File: src/rtl/pipe_stage_chain_if.sv
// Valid/ready channel carrying a control bundle and a data bundle.
// Handshake: a transfer happens on a rising clk edge where valid and ready
// are both high. The master holds valid, ctrl and data steady until that
// edge. ready may depend combinationally on the other side's state.
interface pipe_stage_chain_if #(
  parameter int DATA_W = 16,
  parameter int CTRL_W = 4
);
  logic              valid;
  logic              ready;
  logic [CTRL_W-1:0] ctrl;
  logic [DATA_W-1:0] data;

  modport master (output valid, output ctrl, output data, input ready);
  modport slave  (input valid, input ctrl, input data, output ready);
endinterface

File: src/rtl/pipe_stage_chain.sv
// Elastic register chain of DEPTH stages with per-stage valid bits,
// backpressure, bubble compression and a synchronous flush. The control
// bundle of an empty slot is always zero so bubbles carry no side effects.
module pipe_stage_chain #(
  parameter int DATA_W = 16,
  parameter int CTRL_W = 4,
  parameter int DEPTH  = 1
) (
  input  logic                 clk,
  input  logic                 rst,
  input  logic                 flush,
  pipe_stage_chain_if.slave    up,
  pipe_stage_chain_if.master   down,
  output logic [2:0]           occupancy
);

  // Stage 0 is the input side, stage DEPTH-1 drives the output.
  logic [DEPTH-1:0]  v;
  logic [CTRL_W-1:0] ctrl_q [DEPTH];
  logic [DATA_W-1:0] data_q [DEPTH];

  // leave[k]: the slot in stage k moves on (or drains) this cycle.
  // free[k]:  stage k can take a new slot at the coming edge.
  // load[k]:  stage k captures a new slot at the coming edge.
  logic [DEPTH-1:0]  leave;
  logic [DEPTH-1:0]  free;
  logic [DEPTH-1:0]  load;
  logic [CTRL_W-1:0] src_ctrl [DEPTH];
  logic [DATA_W-1:0] src_data [DEPTH];
  logic              drain;
  logic              accept;

  // Advance network: walk from the output stage back to the input so a
  // drain at the end can ripple free space all the way to in_ready.
  always_comb begin
    leave  = '0;
    free   = '0;
    load   = '0;
    drain  = v[DEPTH-1] & down.ready & ~flush;
    leave[DEPTH-1] = drain;
    free[DEPTH-1]  = ~v[DEPTH-1] | drain;
    for (int k = DEPTH - 2; k >= 0; k--) begin
      leave[k] = v[k] & free[k+1] & ~flush;
      free[k]  = ~v[k] | leave[k];
    end
    up.ready = ~flush & free[0];
    accept   = up.valid & up.ready;
    load[0]  = accept;
    for (int k = 1; k < DEPTH; k++) begin
      load[k] = leave[k-1];
    end
  end

  // Source of each stage's next contents: the input port for stage 0,
  // the previous stage otherwise.
  always_comb begin
    for (int k = 0; k < DEPTH; k++) begin
      src_ctrl[k] = up.ctrl;
      src_data[k] = up.data;
    end
    for (int k = 1; k < DEPTH; k++) begin
      src_ctrl[k] = ctrl_q[k-1];
      src_data[k] = data_q[k-1];
    end
  end

  // Output side: a flush hides the last stage in the same cycle.
  always_comb begin
    down.valid = v[DEPTH-1] & ~flush;
    down.ctrl  = down.valid ? ctrl_q[DEPTH-1] : '0;
    down.data  = data_q[DEPTH-1];
  end

  // Stage registers and occupancy count. Emptied slots zero their control
  // bits; data is left alone because it is don't-care while invalid.
  always_ff @(posedge clk) begin
    if (rst) begin
      v         <= '0;
      occupancy <= 3'd0;
      for (int k = 0; k < DEPTH; k++) begin
        ctrl_q[k] <= '0;
        data_q[k] <= '0;
      end
    end else if (flush) begin
      v         <= '0;
      occupancy <= 3'd0;
      for (int k = 0; k < DEPTH; k++) begin
        ctrl_q[k] <= '0;
      end
    end else begin
      for (int k = 0; k < DEPTH; k++) begin
        if (load[k]) begin
          v[k]      <= 1'b1;
          ctrl_q[k] <= src_ctrl[k];
          data_q[k] <= src_data[k];
        end else if (leave[k]) begin
          v[k]      <= 1'b0;
          ctrl_q[k] <= '0;
        end
      end
      case ({accept, drain})
        2'b10:   occupancy <= occupancy + 3'd1;
        2'b01:   occupancy <= occupancy - 3'd1;
        default: occupancy <= occupancy;
      endcase
    end
  end

endmodule

File: src/flat_wrapper.sv
// flat-port wrapper written by rule: the top's interface ports become plain ports
module pipe_stage_chain_flat 
#(
  parameter int DATA_W = 16,
  parameter int CTRL_W = 4,
  parameter int DEPTH  = 1
)
  (clk, rst, flush, occupancy, up_valid, up_ctrl, up_data, up_ready, down_valid, down_ctrl, down_data, down_ready);
  pipe_stage_chain_if #(.DATA_W(DATA_W), .CTRL_W(CTRL_W)) up_i ();
  pipe_stage_chain_if #(.DATA_W(DATA_W), .CTRL_W(CTRL_W)) down_i ();
  input  logic clk;
  input  logic rst;
  input  logic flush;
  output logic [2:0] occupancy;
  input wire logic [$bits(up_i.valid)-1:0] up_valid;
  input wire logic [$bits(up_i.ctrl)-1:0] up_ctrl;
  input wire logic [$bits(up_i.data)-1:0] up_data;
  output wire logic [$bits(up_i.ready)-1:0] up_ready;
  output wire logic [$bits(down_i.valid)-1:0] down_valid;
  output wire logic [$bits(down_i.ctrl)-1:0] down_ctrl;
  output wire logic [$bits(down_i.data)-1:0] down_data;
  input wire logic [$bits(down_i.ready)-1:0] down_ready;
  assign up_i.valid = up_valid;
  assign up_i.ctrl = up_ctrl;
  assign up_i.data = up_data;
  assign up_ready = up_i.ready;
  assign down_valid = down_i.valid;
  assign down_ctrl = down_i.ctrl;
  assign down_data = down_i.data;
  assign down_i.ready = down_ready;
  pipe_stage_chain #(.DATA_W(DATA_W), .CTRL_W(CTRL_W), .DEPTH(DEPTH)) u_core (.clk(clk), .rst(rst), .flush(flush), .up(up_i), .down(down_i), .occupancy(occupancy));
endmodule
File: config.mk
export PLATFORM = sky130hd
export DESIGN_NAME = pipe_stage_chain_flat
export DESIGN_NICKNAME = d
export VERILOG_FILES = /design/src/rtl/pipe_stage_chain_if.sv /design/src/rtl/pipe_stage_chain.sv /design/src/flat_wrapper.sv
export SDC_FILE = /design/constraint.sdc
export NUM_CORES = 1
export LEC_CHECK = 0
export ABC_AREA = 1
export BUFFER_PORTS_ARGS = -buffer_cell sky130_fd_sc_hd__buf_2
export CORE_MARGIN = 4
export CORE_UTILIZATION = 49
export DETAILED_ROUTE_END_ITERATION = 10
export PLACE_DENSITY = 0.82
export RECOVER_POWER = 25
export SETUP_SLACK_MARGIN = 0.5
export SYNTH_ARGS = -nofsm -noshare
export SYNTH_HDL_FRONTEND = slang
export SYNTH_SLANG_ARGS = --single-unit
export TNS_END_PERCENT = 10
File: constraint.sdc
create_clock -name clk -period 5.22 [get_ports clk]
set_clock_uncertainty 0.1 [all_clocks]
set_input_delay 0 -clock clk [delete_from_list [all_inputs] [get_ports clk]]
set_output_delay 0 -clock clk [all_outputs]
set_load 0.02 [all_outputs]
Word level (Yosys, flattened, before mapping)
Memories as Yosys holds them, arrays and structs flattened.
Index checks and enable logic that the tools add are counted.
Storage, ports and cells
  input bits: 25
  output and inout bits: 25
  memories kept: 2
  register bits: 4
  RAM bits: 20
  logic and storage cells: 49
Memory list
  u_core.data_q: words 1, width 16, rd ports 1, clocked after Yosys merged registers in 0, write ports 1, line pipe_stage_chain.sv:20  | logic [DATA_W-1:0] data_q [DEPTH];
  u_core.ctrl_q: words 1, width 4, rd ports 1, clocked after Yosys merged registers in 0, write ports 1, line pipe_stage_chain.sv:19  | logic [CTRL_W-1:0] ctrl_q [DEPTH];
Cells by class
  multiplexer cells: 26
  equal/unequal tests: 2
  bitwise operators: 8
  add/subtract/negate cells: 2
  reductions and logical operators: 7
Operators by type and width (count)
  1-bit two-way mux: 20
  16-bit two-way mux: 1
  4-bit two-way mux: 4
  16-bit OR reduction: 1
  4-bit OR reduction: 3
  3-bit case mux with 2 select lines: 1
  1-bit AND: 5
  2-bit nonzero test: 2
  3-bit by 1-bit adder with 3-bit output (second input constant): 1
  3-bit by 1-bit subtractor with 3-bit output (second input constant): 1
  2-bit by 1-bit == test with 1-bit output (second input constant): 1
  2-bit == test (second input constant): 1
  1-bit inverter: 2
  2-bit OR reduction: 1
  1-bit bitwise OR: 1

Longest topological paths before layout
Gate-level depths: netlist of the first run.
  depth in word-level cells: 12
  gate-level depth with buffers: 10
  gate-level depth less buffers: 10

Least setup slack after synthesis of the first run
No wires, ideal clock.
  kind: register -> register
  start: register u_core.v
  end: register u_core.occupancy[2]
  path slack: 3.269 ns
  required time: 5.056 ns
  path buffers: 0
  setup time: 0.064 ns
  arrival time: 1.787 ns
  cell stages (with the launch flop): 10
  path through: dfxtp_1 -> a21oi_2 -> nand2_1 -> ha_1 -> fa_1 -> nand2_1 -> nand2_1 -> nor2_1 -> nor2_1 -> nor2_1
Between the ends
  cells in the longest elaborated chain, start to end: 7
  elaborated cells on any way between the ends: 10
  classes of those cells: 2 x eq/ne; 1 x mux; 6 x bitwise; 1 x reduce/logical
RTL lines
  start, declared: line pipe_stage_chain.sv:18  | logic [DEPTH-1:0] v;
  start signal, assigned: line pipe_stage_chain.sv:78  | v <= '0;
  start signal, assigned: line pipe_stage_chain.sv:85  | v <= '0;
  start signal, assigned by index: line pipe_stage_chain.sv:93  | v[k] <= 1'b1;
  1-bit AND (2 in a row): line pipe_stage_chain.sv:39  | drain = v[DEPTH-1] & down.ready & ~flush;
  1-bit bitwise OR (*): line pipe_stage_chain.sv:41  | free[DEPTH-1] = ~v[DEPTH-1] | drain;
  1-bit AND (*): line pipe_stage_chain.sv:46  | up.ready = ~flush & free[0];
  net up_ready: line flat_wrapper.sv:18  | output wire logic [$bits(up_i.ready)-1:0] up_ready;
  1-bit AND (*): line pipe_stage_chain.sv:47  | accept = up.valid & up.ready;
  2-bit by 1-bit == test with 1-bit output or 2-bit == test (tied branches): line pipe_stage_chain.sv:101  | case ({accept, drain})
  3-bit case mux with 2 select lines or 2-bit nonzero test (tied branches)
  end signal, assigned: line pipe_stage_chain.sv:102  | 2'b10: occupancy <= occupancy + 3'd1;
  end signal, assigned: line pipe_stage_chain.sv:103  | 2'b01: occupancy <= occupancy - 3'd1;
  end signal, assigned: line pipe_stage_chain.sv:104  | default: occupancy <= occupancy;
  end, declared: line pipe_stage_chain.sv:14  | output logic [2:0] occupancy
The timed path passes the listed nets; every way through them passes the cells marked *.
A chain may end at the register's enable or synchronous reset.

Final worst setup path of the first run
  start: input flush
  end: register u_core.occupancy[0]
Between the ends
  cells in the longest elaborated chain, start to end: 7
  elaborated cells on any way between the ends: 10
  classes of those cells: 2 x eq/ne; 1 x mux; 5 x bitwise; 2 x reduce/logical
RTL lines
  start, declared: line flat_wrapper.sv:13  | input logic flush;
  1-bit inverter: line pipe_stage_chain.sv:39, pipe_stage_chain.sv:46
  1-bit AND: line pipe_stage_chain.sv:39
  1-bit bitwise OR: line pipe_stage_chain.sv:41
  1-bit AND: line pipe_stage_chain.sv:46
  1-bit AND: line pipe_stage_chain.sv:47
  2-bit by 1-bit == test with 1-bit output or 2-bit == test (tied branches): line pipe_stage_chain.sv:101
  3-bit case mux with 2 select lines or 2-bit nonzero test (tied branches)
Parallel ways exist; a longest one is shown, timed or not.

==> impl_metrics.toml, run 1 <==
[run_status]
status = "finished, final reports clean"

[final_layout]
n_antenna_cell = 0
drive_gt1_frac = 0.231
num-fill-cells = 181
final_cell_mix = "32 x inv_1, 32 x buf_2, 27 x nor2_1"
fin_area_mm2 = 0.00163
syn_to_final_growth_pct = 44.8
fin_cells = 214
final_net_count = 215

[pwr]
irDropWorstVdd_mv = 0.142
power_leakage_nw = 0.797
power_w = 0.000363
power_density_mw_per_mm2 = 223

[detailed_routing]
drc = 0
wl_per_cell_um = 11.4
wl_mm = 2.45
via_count = 958
via_per_inst = 4.48
firstDrtPassIters = 4
first_iter_violations = 24
antenna_left = 0

[global_routing]
grt_max_degree = 21
grt_first_pass_wirelength_mm = 4.05
gr-usage-all-layers = 0.166
grt-ovfl-total = 0
first_global_vias = 959
antenna_found_initial = 0

[sta]
fmax_mhz = 461
finalSetupViolations = 0
worstMarginPinSlew_ns = 0.629
finalCritPeriodShare = 0.416
final_hold_viol_count = 0
rsz0062_at_grt = "no"
finalSetupTns_ns = 0
slew_headroom = 0.580
fin_crit_ns = 2.17
drv_slew = 0

[floorplanning]
core_area_mm2 = 0.00219
dieArea_mm2 = 0.00312
die_h_um = 55.9
initial_core_util = 0.512
num_io_pins = 50
rows = 17
die_x_um = 55.9

[logic_synthesis]
synth_nets = 139
synth_cells = 111
synth_cell_type_count = 18
syn_area_mm2 = 0.00112
ys_top_cells_by_area = "edfxtp_1 54%, inv_1 11%, nor2_1 9.0%"
avgSynthCellArea_um2 = 10.1
seq_area_frac_synth = 0.606
synth_warnings = 0
synth_flop_cell = "edfxtp_1"
yosysTopAreaCellShare = 0.535
synth_top_cell_by_area = "edfxtp_1"
synth_enable_flop_cells = 20
async_flop_share = 0
ys_ff_latch = 24

[place]
routabilityCongestion = 0.703
place_hpwl_mm = 1.62
placed_cell_area_mm2 = 0.00138
dp_cells = 186
io_buffers = 49

[clock_network]
cts_tree = "done"
htreeDepth = 1
numCtsBuffers = 3
clkTransAtPathRegs_ns = 0.12
cts_buffer_depth = 2
clkSinkCount = 24
clock_latency_ns = 0.30
hold_buffers = 24
cts-resized-gates = 0
cts_setup_buffers = 0
clock-root-buffer = "clkbuf_4"

[critical_path]
crit_required_ns = 5.32
critical_path_class = "in2reg"
end_kind = "register"
worstRegToRegCells = 7
timing.rr.start = "u_core.v"
reg2reg_to = "u_core.occupancy[0]"
startpoint = "flush"
rrSetupSlack_ns = 3.08
startpoint_type = "input port"
cp-endpoint = "u_core.occupancy[0]"
cp.arrival_ns = 2.27
crit_fanout = 6

[worst_hold_path]
holdCritPathClass = "in2reg"
min_from = "down_ready"

[flow_run]
drv_cap = 0
-- synthesized netlist by cell type, types with 2 or more instances --
cell	count
buf_6	2
nor2_1	27
edfxtp_1	20
nand2_1	8
a21oi_2	2
o21ai_0	2
dfxtp_1	4
inv_1	32
ha_1	2
nor3_2	4
-- layer usage --
metal,part of all wire,GRT usage
met1,0.37,0.160
met2,0.54,0.334
met3,0.083,0.0441
met4,0.0033,0.0508
met5,0,0
-- flip-flops by register name, summed over array words and instances, names as in the netlist --
register / flops
u_core.data_q: 16
u_core.ctrl_q: 4
u_core.occupancy: 3
u_core.v: 1
-- worst max-delay path, stage by stage --
cell,delay [ns]
dlygate4sd3_1,0.53
buf_2,0.16
inv_2,0.08
nand2_1,0.14
nor2_1,0.18
inv_1,0.06
ha_1,0.34
xnor2_1,0.17
nor3_1,0.05
dlygate4sd3_1,0.56
-- cell families after synthesis --
| family | after synthesis | synth area share |
|---|---|---|
| AND/OR/NAND/NOR | 43 | 0.186 |
| flip-flops | 24 | 0.606 |
| XOR/XNOR | 1 | 0.00781 |
| adder cells (fa/ha/maj) | 3 | 0.0401 |
| AO/OA/AOI/OAI | 5 | 0.0290 |
| buffers and inverters | 35 | 0.130 |
-- worst min path at each step --
stage	cells past startpoint	end	slack, ns
finish	5	u_core.v	0.13
global route	5	u_core.v	0.16
CTS	5	u_core.v	0.11
detailed placement	2	u_core.occupancy[0]	0.11
global placement	2	u_core.occupancy[0]	0.10
floorplan	1	up_ready	-0.05
-- area by class of cell --
class                           count  area, um2  share of cell area
Sequential cell                    24        681               0.419
Inverter                           33        124              0.0762
Clock inverter                      1       3.75             0.00231
Multi-Input combinational cell     52        295               0.182
Timing Repair Buffer               73        464               0.286
Tap cell                           28       35.0              0.0216
Clock buffer                        3       22.5              0.0139
-- power by group --
| part | internal, W | leakage, nW | total, W | switching, W |
|---|---|---|---|---|
| Clock | 0.0000279 | 0.0154 | 0.0000793 | 0.0000514 |
| Combinational | 0.0000275 | 0.531 | 0.0000622 | 0.0000347 |
| Sequential | 0.000218 | 0.251 | 0.000222 | 0.00000353 |
-- metrics by stage --
stage | setup WS, ns | hold slack [ns] | utilization
global route | 2.93 | 0.156 | 0.742
floorplan | 3.27 | -0.0548 | -
detailed placement | 3.31 | 0.110 | 0.630
finish | 3.05 | 0.127 | 0.742
CTS | 3.06 | 0.114 | 0.752
global placement | 3.46 | 0.100 | 0.630
Power figures use the tool's default switching activity.
==> run 2: changes to the inputs <==
CORE_UTILIZATION = 41   (was 49)
PLACE_DENSITY = 0.73   (was 0.82)
clock period = 1.8 ns   (was 5.22 ns; I/O delays follow)
==> impl_metrics.toml, run 2 (synthesis gave the netlist of run 1 again) <==
[run_status]
status = "finished, final reports clean"

[sta]
slew_headroom = 0.785
worstMarginPinSlew_ns = 0.322
fmax_mhz = 613
finalSetupViolations = 0
rsz0062_at_grt = "yes"
finalCritPeriodShare = 0.906
drv_slew = 0
fin_crit_ns = 1.63
final_hold_viol_count = 0
finalSetupTns_ns = 0

[pwr]
power_density_mw_per_mm2 = 627
pwr-share-clk = 0.217
irDropWorstVdd_mv = 0.380
seqPwrFrac = 0.603
switchingPower_w = 0.000267
sw_frac_of_total = 0.251
p_comb_frac = 0.180
internal_power_w = 0.000797
power_leakage_nw = 0.815
power_w = 0.00106

[global_routing]
grt_first_pass_wirelength_mm = 4.06
gr-usage-all-layers = 0.150
global_route.usage.met3 = 0.0302
grt-ovfl-total = 0
use_met2 = 0.309
grt-busiest-layer = "met2"
first_global_vias = 1025
grt_max_degree = 21
use_met1 = 0.145
antenna_found_initial = 0

[clock_network]
cts_buffer_depth = 2
clkSinkCount = 24
numCtsBuffers = 3
clock_latency_ns = 0.30
htreeDepth = 1
clkTransAtPathRegs_ns = 0.12
clock-root-buffer = "clkbuf_4"
cts_tree = "done"

[critical_path]
end_kind = "register"
crit_fanout = 4
crit_chain = "a21oi_4 -> nand2_4 -> ha_4 -> fa_2 -> nand2_2 -> nand2_1 -> nor2_1 -> nor2_1 -> nor2_1"
cp_slowest_cell = "dfxtp_4"
critical-path-max-stage-delay_ns = 0.38
critPathMostFrequentCell = "nor2_1"
cp.arrival_ns = 1.78
crit_required_ns = 1.95
critical_path_class = "reg2reg"
rrSetupSlack_ns = 0.17
startpoint_type = "register"

[detailed_routing]
antenna_left = 0
firstDrtPassIters = 4
wl_per_cell_um = 11.5
via_per_inst = 4.37
wl_mm = 2.51
via_count = 957
first_iter_violations = 20
drc = 0

[floorplanning]
die_x_um = 60.3
core_area_mm2 = 0.00254
num_io_pins = 50
dieArea_mm2 = 0.00364
die_h_um = 60.3
rows = 18
initial_core_util = 0.441

[final_layout]
num-fill-cells = 219
final_cell_mix = "32 x inv_1, 32 x buf_2, 25 x nor2_1"
final_net_count = 218
multiInputGateArea_um2 = 343
top_register = "u_core.data_q"
reg_top3 = "u_core.data_q (16), u_core.ctrl_q (4), u_core.occupancy (3)"
n_antenna_cell = 0
regArea_um2 = 684
largest_reg_flops = 16
syn_to_final_growth_pct = 51.2
drive_gt1_frac = 0.291

[worst_hold_path]
holdCritPathClass = "in2reg"

[place]
routabilityCongestion = 0.754
place_hpwl_mm = 1.76
io_buffers = 49

[flow_run]
drv_cap = 0
[run 2: final timing paths]
kind / from / endpoint / cells after the start
worst max-delay path: u_core.v / u_core.occupancy[2] / 9
worst min-delay path: up_valid / u_core.v / 4
worst max register to register: u_core.v / u_core.occupancy[2] / 9
worst min register to register: u_core.occupancy[2] / u_core.occupancy[2] / 2
[run 2: timing repair]
action | CTS | global route
endpoints found under the hold margin | 24 | 1
resized for setup | 7 | 0
pin swaps | 5 | 2
setup buffers | 3 | 0
endpoints found under the setup margin | 28 | 35
hold buffers | 21 | 1
[run 2: cell type report]
class / instances / area share
Clock buffer: 3 / 0.0133
Clock inverter: 1 / 0.00221
Inverter: 33 / 0.0730
Multi-Input combinational cell: 52 / 0.202
Sequential cell: 24 / 0.403
Tap cell: 30 / 0.0221
Timing Repair Buffer: 76 / 0.284
[run 2: per-stage QoR]
step | cells | util | worst slack [ns] | hold slack [ns] | cell area [um2]
after global placement | 190 | 0.559 | 0.183 | 0.0991 | 1420
after detailed placement | 190 | 0.559 | 0.0858 | 0.107 | 1420
after global routing | 219 | 0.667 | 0.0593 | 0.00949 | 1700
after CTS | 218 | 0.671 | 0.137 | -0.127 | 1710
final | 219 | 0.667 | 0.169 | 0.0212 | 1700
after floorplan | 111 | - | 0.125 | -0.0694 | 1150
[run 2: layer usage]
layer / share of wire / vias to the layer above
li1: - / 491
met5: 0 / -
met1: 0.37 / 430
met3: 0.090 / 2
met4: 0.0040 / 0
met2: 0.53 / 34
[run 2: power groups by stage]
stage	Clock (W)	Combinational (W)	Sequential (W)
after floorplan	0	0.0000598	0.000685
after global placement	0	0.000150	0.000654
after detailed placement	0	0.000154	0.000655
after CTS	0.000244	0.000196	0.000641
after global routing	0.000275	0.000212	0.000644
final	0.000231	0.000192	0.000641
[run 2: critical path, delay by kind of cell (launching register included)]
family	cells	cell delay [ns]
DFF	1	0.38
and+or+nand+nor	6	0.44
AOI/OAI and AO/OA	1	0.15
adders and majority gates	2	0.51
==> run 3: changes to the inputs <==
SETUP_SLACK_MARGIN = 0.4   (was 0.5)
==> impl_metrics.toml, run 3 (synthesis gave the netlist of run 1 again) <==
[worst_hold_path]
holdCritPathClass = "in2reg"
holdPathStages = 4
min_from = "up_valid"
hold_end = "u_core.v"

[pwr]
pwr-share-clk = 0.219
internal_power_w = 0.000799
switchingPower_w = 0.000270
p_comb_frac = 0.182
sw_frac_of_total = 0.253
irDropWorstVdd_mv = 0.382
power_density_mw_per_mm2 = 627
seqPwrFrac = 0.599
power_leakage_nw = 0.826

[final_layout]
final_cell_mix = "32 x buf_2, 31 x inv_1, 25 x nor2_1"
reg_top3 = "u_core.data_q (16), u_core.ctrl_q (4), u_core.occupancy (3)"
num-fill-cells = 220
top_register = "u_core.data_q"
n_antenna_cell = 0
fin_cells = 221
largest_reg_flops = 16
syn_to_final_growth_pct = 52.0
drive_gt1_frac = 0.309
fin_area_mm2 = 0.00171
final_common_cell = "buf_2"
final_net_count = 220

[global_routing]
first_global_vias = 1011
grt-ovfl-total = 0
antenna_found_initial = 0
gr-usage-all-layers = 0.151
grt_max_degree = 21
grt_first_pass_wirelength_mm = 4.07

[detailed_routing]
dr_wl_met3_um = 233
via_count = 958
wl_mm = 2.54
antenna_left = 0
firstDrtPassIters = 3
via_per_inst = 4.33
top_layer = "met4"
wl_per_cell_um = 11.5
wl_met1_um = 976
wl_met2_mm = 1.32
first_iter_violations = 19
drc = 0

[critical_path]
critical_path_class = "reg2reg"
reg2reg_to = "u_core.occupancy[2]"
end_kind = "register"
crit_fanout = 4
timing.rr.start = "u_core.v"
crit_required_ns = 1.95
rrSetupSlack_ns = 0.18
cp.arrival_ns = 1.78
worstRegToRegCells = 9
startpoint_type = "register"

[sta]
fmax_mhz = 616
finalCritPeriodShare = 0.902
drv_slew = 0
finalSetupViolations = 0
postLayoutSetupSlackWorst_ns = 0.176
hold-worst-slack_ns = 0.0124
worstMarginPinSlew_ns = 0.327
final_hold_viol_count = 0
rsz0062_at_grt = "yes"
fin_crit_ns = 1.62
finalSetupTns_ns = 0
slew_headroom = 0.781

[floorplanning]
die_h_um = 60.3
initial_core_util = 0.441
core_area_mm2 = 0.00254
rows = 18
num_io_pins = 50
die_x_um = 60.3
dieArea_mm2 = 0.00364

[clock_network]
clkTransAtPathRegs_ns = 0.13
clock-root-buffer = "clkbuf_4"
numCtsBuffers = 3
cts_buffer_depth = 2
cts_tree = "done"
clkSinkCount = 24
clock_latency_ns = 0.30
htreeDepth = 1

[place]
dp_slack_ns = 0.0858
routabilityCongestion = 0.754
placed_cell_area_mm2 = 0.00142
dp_cells = 190
place_hpwl_mm = 1.76
io_buffers = 49

[flow_run]
drv_cap = 0

[run_status]
status = "finished, final reports clean"
[run 3: cell types whose count changed in the layout (fill, tap and decap cells not counted)]
| cell | delta |
|---|---|
| o21ai_0 | -1 |
| a21oi_2 | +1 |
| inv_2 | +1 |
| inv_1 | -1 |
| o21ai_1 | +1 |
| nor2_4 | -2 |
| a21oi_1 | -1 |
| buf_4 | +2 |
| nor2_2 | +2 |
[run 3: cell type report]
type / instances / area, um2 / share of cell area
Clock buffer: 3 / 22.5 / 0.0132
Clock inverter: 1 / 3.75 / 0.00220
Inverter: 33 / 124 / 0.0726
Multi-Input combinational cell: 52 / 337 / 0.197
Sequential cell: 24 / 684 / 0.401
Tap cell: 30 / 37.5 / 0.0220
Timing Repair Buffer: 78 / 497 / 0.291
[run 3: worst max path at each step]
stage             start  cells past startpoint  slack (ns)                   to
3_5_place_dp   u_core.v                      6        0.09  u_core.ctrl_q[0][3]
3_3_place_gp   u_core.v                      6        0.18  u_core.ctrl_q[0][1]
6_report       u_core.v                      9        0.18  u_core.occupancy[2]
2_1_floorplan  u_core.v                      9        0.12  u_core.occupancy[2]
5_1_grt        u_core.v                      9        0.06  u_core.occupancy[2]
4_1_cts        u_core.v                      9        0.12  u_core.occupancy[2]
[run 3: per-layer routing]
layer,up-vias,GRT usage
met2,36,0.304
met5,-,0
met1,424,0.152
met3,2,0.0302
met4,0,0.0475
li1,496,-
[run 3: critical path: stages, from the launching register on]
cell and delay [ns]:
dfxtp_4 0.38, a21oi_4 0.15, nand2_4 0.07, ha_4 0.16, fa_2 0.35, nand2_2 0.08, nand2_1 0.05, nor2_1 0.10
nor2_1 0.05, nor2_1 0.07
[run 3: through the flow]
stage	util	power, W
after floorplan	-	0.000745
after global placement	0.559	0.000804
after detailed placement	0.559	0.000809
after CTS	0.663	0.00108
after global routing	0.670	0.00113
final	0.670	0.00107
[run 3: what timing repair did]
item                                    in CTS  in global routing
setup buffers                                2                  3
pin swaps                                    2                  3
endpoints found under the setup margin      12                 28
cloned                                       0                  0
hold buffers                                21                  1
endpoints found under the hold margin       24                  1
gates resized for setup                      4                  4
[run 3: power groups by stage]
stage | Sequential [W] | Clock [W] | Combinational (W)
final | 0.000641 | 0.000234 | 0.000195
after global routing | 0.000644 | 0.000274 | 0.000215
after CTS | 0.000641 | 0.000244 | 0.000194
after detailed placement | 0.000655 | 0 | 0.000154
after global placement | 0.000654 | 0 | 0.000150
after floorplan | 0.000685 | 0 | 0.0000598
